File: config.mk
export PLATFORM = sky130hd
export DESIGN_NAME = mem_wb_skid_nlane
export DESIGN_NICKNAME = d
export VERILOG_FILES = /design/src/rtl/mem_wb_skid_nlane_pkg.sv /design/src/rtl/memwb_skid_entry.sv /design/src/rtl/mem_wb_skid_nlane.sv
export SDC_FILE = /design/constraint.sdc
export NUM_CORES = 1
export LEC_CHECK = 0
export CAP_MARGIN = 10
export CELL_PAD_IN_SITES_DETAIL_PLACEMENT = 1
export CELL_PAD_IN_SITES_GLOBAL_PLACEMENT = 1
export CORE_MARGIN = 3
export CORE_UTILIZATION = 51
export DETAILED_ROUTE_END_ITERATION = 8
export DONT_BUFFER_PORTS = 1
export PLACE_DENSITY_LB_ADDON = 0.1
export SYNTH_ARGS = -nofsm -noshare
export SYNTH_HDL_FRONTEND = slang
export SYNTH_HIERARCHICAL = 1
export SYNTH_SLANG_ARGS = --single-unit
File: constraint.sdc
create_clock -name reloj -period 6.85 [get_ports reloj]
set_clock_uncertainty 0.15 [all_clocks]
set_input_delay 2.055 -clock reloj [delete_from_list [all_inputs] [get_ports reloj]]
set_output_delay 2.055 -clock reloj [all_outputs]
set_load 0.03 [all_outputs]
File: src/rtl/mem_wb_skid_nlane_pkg.sv
`default_nettype none
// +------------------------------------------------------------------+
// | Package : mem_wb_skid_nlane_pkg                                  |
// | Shared control-bit positions and state encodings for MEM/WB.     |
// | Rev 1.0 : initial release                                        |
// +------------------------------------------------------------------+
package mem_wb_skid_nlane_pkg;

    // Per-lane control pair is {mem2reg_sel, reg_wr}
    localparam int c_CTRL_REGWR = 0;
    localparam int c_CTRL_M2R   = 1;

    localparam logic [1:0] c_ST_EMPTY = 2'd0;
    localparam logic [1:0] c_ST_ONE   = 2'd1;
    localparam logic [1:0] c_ST_FULL  = 2'd2;

endpackage
`default_nettype wire

File: src/rtl/memwb_skid_entry.sv
`default_nettype none
// +------------------------------------------------------------------+
// | Module : memwb_skid_entry                                        |
// | One bundle-wide payload register with clear-over-load priority.  |
// | Rev 1.0 : initial release                                        |
// +------------------------------------------------------------------+
module memwb_skid_entry #(
    parameter int W = 8
) (
    input  logic         clk,
    input  logic         rst,
    input  logic         i_load,
    input  logic         i_clear,
    input  logic [W-1:0] i_d,
    output logic [W-1:0] o_q
);

    logic [W-1:0] r_q;

    always_ff @(posedge clk or posedge rst) begin
        if (rst) begin
            r_q <= '0;
        end else if (i_clear) begin
            r_q <= '0;
        end else if (i_load) begin
            r_q <= i_d;
        end
    end

    assign o_q = r_q;

endmodule
`default_nettype wire

File: src/rtl/mem_wb_skid_nlane.sv
`default_nettype none
// +------------------------------------------------------------------+
// | Module : mem_wb_skid_nlane                                       |
// | N-lane MEM/WB register with 2-entry skid buffer, flush, r0 gate. |
// | Optional stall counter enabled by macro MEMWB_STALLCNT_EN.       |
// | Rev 1.0 : initial release                                        |
// +------------------------------------------------------------------+
module mem_wb_skid_nlane
    import mem_wb_skid_nlane_pkg::*;
#(
    parameter int LANES = 2,
    parameter int DW    = 32,
    parameter int RW    = 5
) (
    input  logic                reloj,
    input  logic                resetMEM,
    input  logic                flush,
    input  logic                in_valid,
    output logic                in_ready,
    input  logic [2*LANES-1:0]  ctrl_WB_mem,
    input  logic [DW*LANES-1:0] DO,
    input  logic [DW*LANES-1:0] DIR,
    input  logic [RW*LANES-1:0] Y_MUX_mem,
    output logic                out_valid,
    input  logic                out_ready,
    output logic [LANES-1:0]    DIR_WB,
    output logic [LANES-1:0]    REG_WR,
    output logic [DW*LANES-1:0] DO_wb,
    output logic [DW*LANES-1:0] DIR_wb,
    output logic [RW*LANES-1:0] Y_MUX_wb,
    output logic [31:0]         stall_cnt
);

    localparam int c_PW = LANES * (2 + 2 * DW + RW);

    logic [1:0]         r_state;
    logic [1:0]         w_state_nxt;
    logic               w_in_xfer;
    logic               w_out_xfer;
    logic [c_PW-1:0]    w_in_bundle;
    logic [c_PW-1:0]    w_main_d;
    logic [c_PW-1:0]    w_main_q;
    logic [c_PW-1:0]    w_skid_q;
    logic               w_main_load;
    logic               w_main_clear;
    logic               w_skid_load;
    logic               w_skid_clear;
    logic [2*LANES-1:0] w_main_ctrl;

    assign out_valid   = (r_state != c_ST_EMPTY);
    assign in_ready    = (r_state != c_ST_FULL);
    // Flush discards both the offered bundle and any pending consume
    assign w_in_xfer   = in_valid & in_ready & ~flush;
    assign w_out_xfer  = out_valid & out_ready & ~flush;
    assign w_in_bundle = {ctrl_WB_mem, DO, DIR, Y_MUX_mem};

    always_comb begin
        w_state_nxt  = r_state;
        w_main_d     = w_in_bundle;
        w_main_load  = 1'b0;
        w_main_clear = flush;
        w_skid_load  = 1'b0;
        w_skid_clear = flush;
        if (flush) begin
            w_state_nxt = c_ST_EMPTY;
        end else begin
            case (r_state)
                c_ST_EMPTY: begin
                    if (w_in_xfer) begin
                        w_main_load = 1'b1;
                        w_state_nxt = c_ST_ONE;
                    end
                end
                c_ST_ONE: begin
                    if (w_in_xfer && !w_out_xfer) begin
                        w_skid_load = 1'b1;
                        w_state_nxt = c_ST_FULL;
                    end else if (w_in_xfer && w_out_xfer) begin
                        w_main_load = 1'b1;
                    end else if (w_out_xfer) begin
                        w_state_nxt = c_ST_EMPTY;
                    end
                end
                c_ST_FULL: begin
                    if (w_out_xfer) begin
                        w_main_d     = w_skid_q;
                        w_main_load  = 1'b1;
                        w_skid_clear = 1'b1;
                        w_state_nxt  = c_ST_ONE;
                    end
                end
                default: w_state_nxt = c_ST_EMPTY;
            endcase
        end
    end

    always_ff @(posedge reloj or posedge resetMEM) begin
        if (resetMEM) begin
            r_state <= c_ST_EMPTY;
        end else begin
            r_state <= w_state_nxt;
        end
    end

    memwb_skid_entry #(.W(c_PW)) u_main (
        .clk     (reloj),
        .rst     (resetMEM),
        .i_load  (w_main_load),
        .i_clear (w_main_clear),
        .i_d     (w_main_d),
        .o_q     (w_main_q)
    );

    memwb_skid_entry #(.W(c_PW)) u_skid (
        .clk     (reloj),
        .rst     (resetMEM),
        .i_load  (w_skid_load),
        .i_clear (w_skid_clear),
        .i_d     (w_in_bundle),
        .o_q     (w_skid_q)
    );

    assign {w_main_ctrl, DO_wb, DIR_wb, Y_MUX_wb} = w_main_q;

    generate
        for (genvar i = 0; i < LANES; i++) begin : g_lane
            // Writes to r0 are suppressed here so WB never needs to check
            assign REG_WR[i] = w_main_ctrl[2*i+c_CTRL_REGWR] & out_valid &
                               (Y_MUX_wb[RW*i +: RW] != '0);
            assign DIR_WB[i] = w_main_ctrl[2*i+c_CTRL_M2R];
        end
    endgenerate

`ifdef MEMWB_STALLCNT_EN
    logic [31:0] r_stall_cnt;

    always_ff @(posedge reloj or posedge resetMEM) begin
        if (resetMEM) begin
            r_stall_cnt <= '0;
        end else if (out_valid && !out_ready && (r_stall_cnt != 32'hFFFF_FFFF)) begin
            r_stall_cnt <= r_stall_cnt + 32'd1;
        end
    end

    assign stall_cnt = r_stall_cnt;
`else
    assign stall_cnt = 32'd0;
`endif

endmodule
`default_nettype wire

==> flow_summary.toml <==
[synthesis]
netlist_area_um2 = 14050
avgSynthCellArea_um2 = 12.44
synthTopCellsByCount = "dfrtp_1 (286), mux2i_1 (284), nor2_1 (284)"
ys_ff_latch = 286
post-synth-top-area-cell = "dfrtp_1"
synthCells = 1130
synth-seq-area-share = 0.5093
synth_edf_count = 0
async_flop_share = 1.000
synth_top_area_frac = 0.5093
yosys_warnings = 6
synthDistinctLibCells = 27
synth_ff_type = "dfrtp_1"
synth_area_leaders = "dfrtp_1 (51%), mux2i_1 (20%), nor2_1 (7.6%), mux2_4 (7.4%), mux2_2 (5.8%)"
yosysMostFrequentCell = "dfrtp_1"

[worst_setup_path]
endpoint = "REG_WR[0]"
cp_top_family = "flip-flops"
critPathKind = "reg2out"
worst-path-buf-inv = 0
startpoint = "u_main/o_q[1]"
cp-start-kind = "register"
crit_cells = 2
critPathRequiredTime_ps = 4640
endpoint_kind = "output port"
crit_chain = "or3_1 > o311a_1"
critPathMaxFanout = 3
max_stage_delay_ps = 550
worstReg2RegStart = "r_state[0]"
r2r_cells = 6
crit_path_top_delay_cell = "dfrtp_1"
r2r_end = "u_main/o_q[141]"
ff2ff_setup_slack_ps = 4140
arrival_ps = 1970

[pwr]
p_int_uw = 2849
power_frac_clock = 0.423
seqPwrFrac = 0.494
vdd_drop_max_uv = 168.4
p_sw_uw = 1003
pwr-share-comb = 0.083
power_density_nw_per_um2 = 260.9
power.total_uw = 3853
p_sw_frac = 0.2605
leakagePower_uw = 0.006631

[layout]
drive_gt1_frac = 0.1860
insertedDiodeCount = 0
areaGrowthSynthToFinish_pct = 5.066
layoutNonFillerInstCount = 1454
fin_nets = 1239

[detailed_routing]
wl_per_cell_um = 22.54
drtPass1Iterations = 4
viasPerCell = 5.532
final_antenna_net_count = 0
num_vias = 8044
drt_iter0_drc = 362
routed_wl_mm = 32.78
drcViolationCount = 0

[place]
dp.cells = 1400
dp_hpwl_mm = 20.01
place.gp.congestion = 0.6875
port_buffers = 0

[clocking]
clk_latency_ps = 540
cts_sinks = 286
cts_buffers = 31
cts-root-buf = "clkbuf_16"
cts_tree = "done"
cts.clk_slew.worst_paths_ps = 60
clock_path_buffers = 3
cts-hold-fix-buffers = 0
cts_setup_buffers = 0
cts_resized = 0
htree_levels = 1

[floorplan]
die_w_um = 172
ios = 323
dieHeight_um = 172
dieArea_um2 = 29580
coreArea_um2 = 27030
start_util = 0.5200
row_count = 60

[sta]
fin_crit_ps = 4174
worstMarginPinSlew_ps = 1061
hold_viol = 0
finalSetupViolations = 0
setup_tns_ps = 0
period_share = 0.6094
fmax_mhz = 239.6
maxSlewHeadroom = 0.2925
maxSlewViolCount = 0
rsz0062_at_grt = "no"

[flow_run]
max_cap_violations = 0

[global_routing]
grt_pass1_vias = 8594
grt_overflow_total = 0
track_usage = 0.2139
grt_max_degree = 149
grt_pass1_wl_mm = 50.54
antenna_found_initial = 0

[hold_path]
hold_path.class = "reg2reg"

[status]
outcome = "complete, no violations"
-- layout make-up --
cell class                 instances  area [µm²]
tap                              341       426.7
inverter                           3       21.27
fill                            2726       12260
clock buffer                      48       929.6
clock inverter                     6       61.31
multi-input combinational        760        6045
sequential                       286        7157
timing repair buffer              10       125.1
-- how the worst min path moves through the flow --
stage / start / to / slack [ps] / cells past startpoint
global placement: u_skid/o_q[34] / u_skid/o_q[34] / 340 / 2
detailed placement: u_skid/o_q[55] / u_skid/o_q[55] / 360 / 2
floorplan: u_skid/o_q[0] / u_skid/o_q[0] / 330 / 2
global route: u_skid/o_q[69] / u_skid/o_q[69] / 400 / 2
CTS: u_skid/o_q[55] / u_skid/o_q[55] / 370 / 2
finish: u_skid/o_q[66] / u_skid/o_q[66] / 370 / 2
-- placed cells by master (no fill, tap or decap), types with 2 or more instances in the layout --
cell,synthesis,layout
clkbuf_8,0,9
mux2i_1,284,284
inv_6,0,2
dfrtp_1,286,286
clkbuf_16,0,31
conb_1,1,32
clkinv_2,0,3
mux2_4,69,69
or3_1,2,2
buf_12,8,4
o311a_1,2,2
nor2_1,284,284
nand2_1,2,2
clkbuf_1,14,8
buf_4,53,6
mux2_2,73,73
-- worst min-delay path: stages (launching register included) --
cell     delay [ps]
dfrtp_1         340
mux2i_1          70
nor2_1           80
-- kinds of logic after synthesis --
group,Yosys count,synth area share
buf+inv,115,0.07069
flops,286,0.5093
simple gates,296,0.08200
compound gates,6,0.003295
other cells,1,0.0002668
mux,426,0.3345
-- power groups by stage --
stage	Combinational (µW)	Clock [µW]	Sequential [µW]
final	320	1630	1900
after global routing	354	1750	1910
after CTS	326	1670	1900
after detailed placement	325	0	1930
after global placement	317	0	1930
after floorplan	316	0	1910
-- routing by layer --
metal | vias up | global-route usage | wire, µm
met1 | 4117 | 0.2691 | 13150
met4 | 0 | 0.03436 | 407
met2 | 204 | 0.3522 | 15700
met3 | 36 | 0.09214 | 3513
met5 | - | 0 | 0
li1 | 3687 | - | -
-- through the flow --
| stage | setup WS, ps | cell area [µm²] | hold WS, ps | util |
|---|---|---|---|---|
| final | 2676 | 14770 | 367.6 | 0.5463 |
| after floorplan | 835.4 | 14170 | 330.4 | - |
| after detailed placement | 2775 | 13770 | 356.8 | 0.5097 |
| after global placement | 2831 | 13770 | 344.5 | 0.5097 |
| after CTS | 2635 | 14770 | 370.9 | 0.5463 |
| after global routing | 2620 | 14770 | 396.0 | 0.5463 |
-- registers in the layout (all words and copies together) (netlist names) --
signal	flops
u_skid/o_q	142
u_main/o_q	142
r_state	2
No activity file was read; power rests on OpenSTA's default activity.
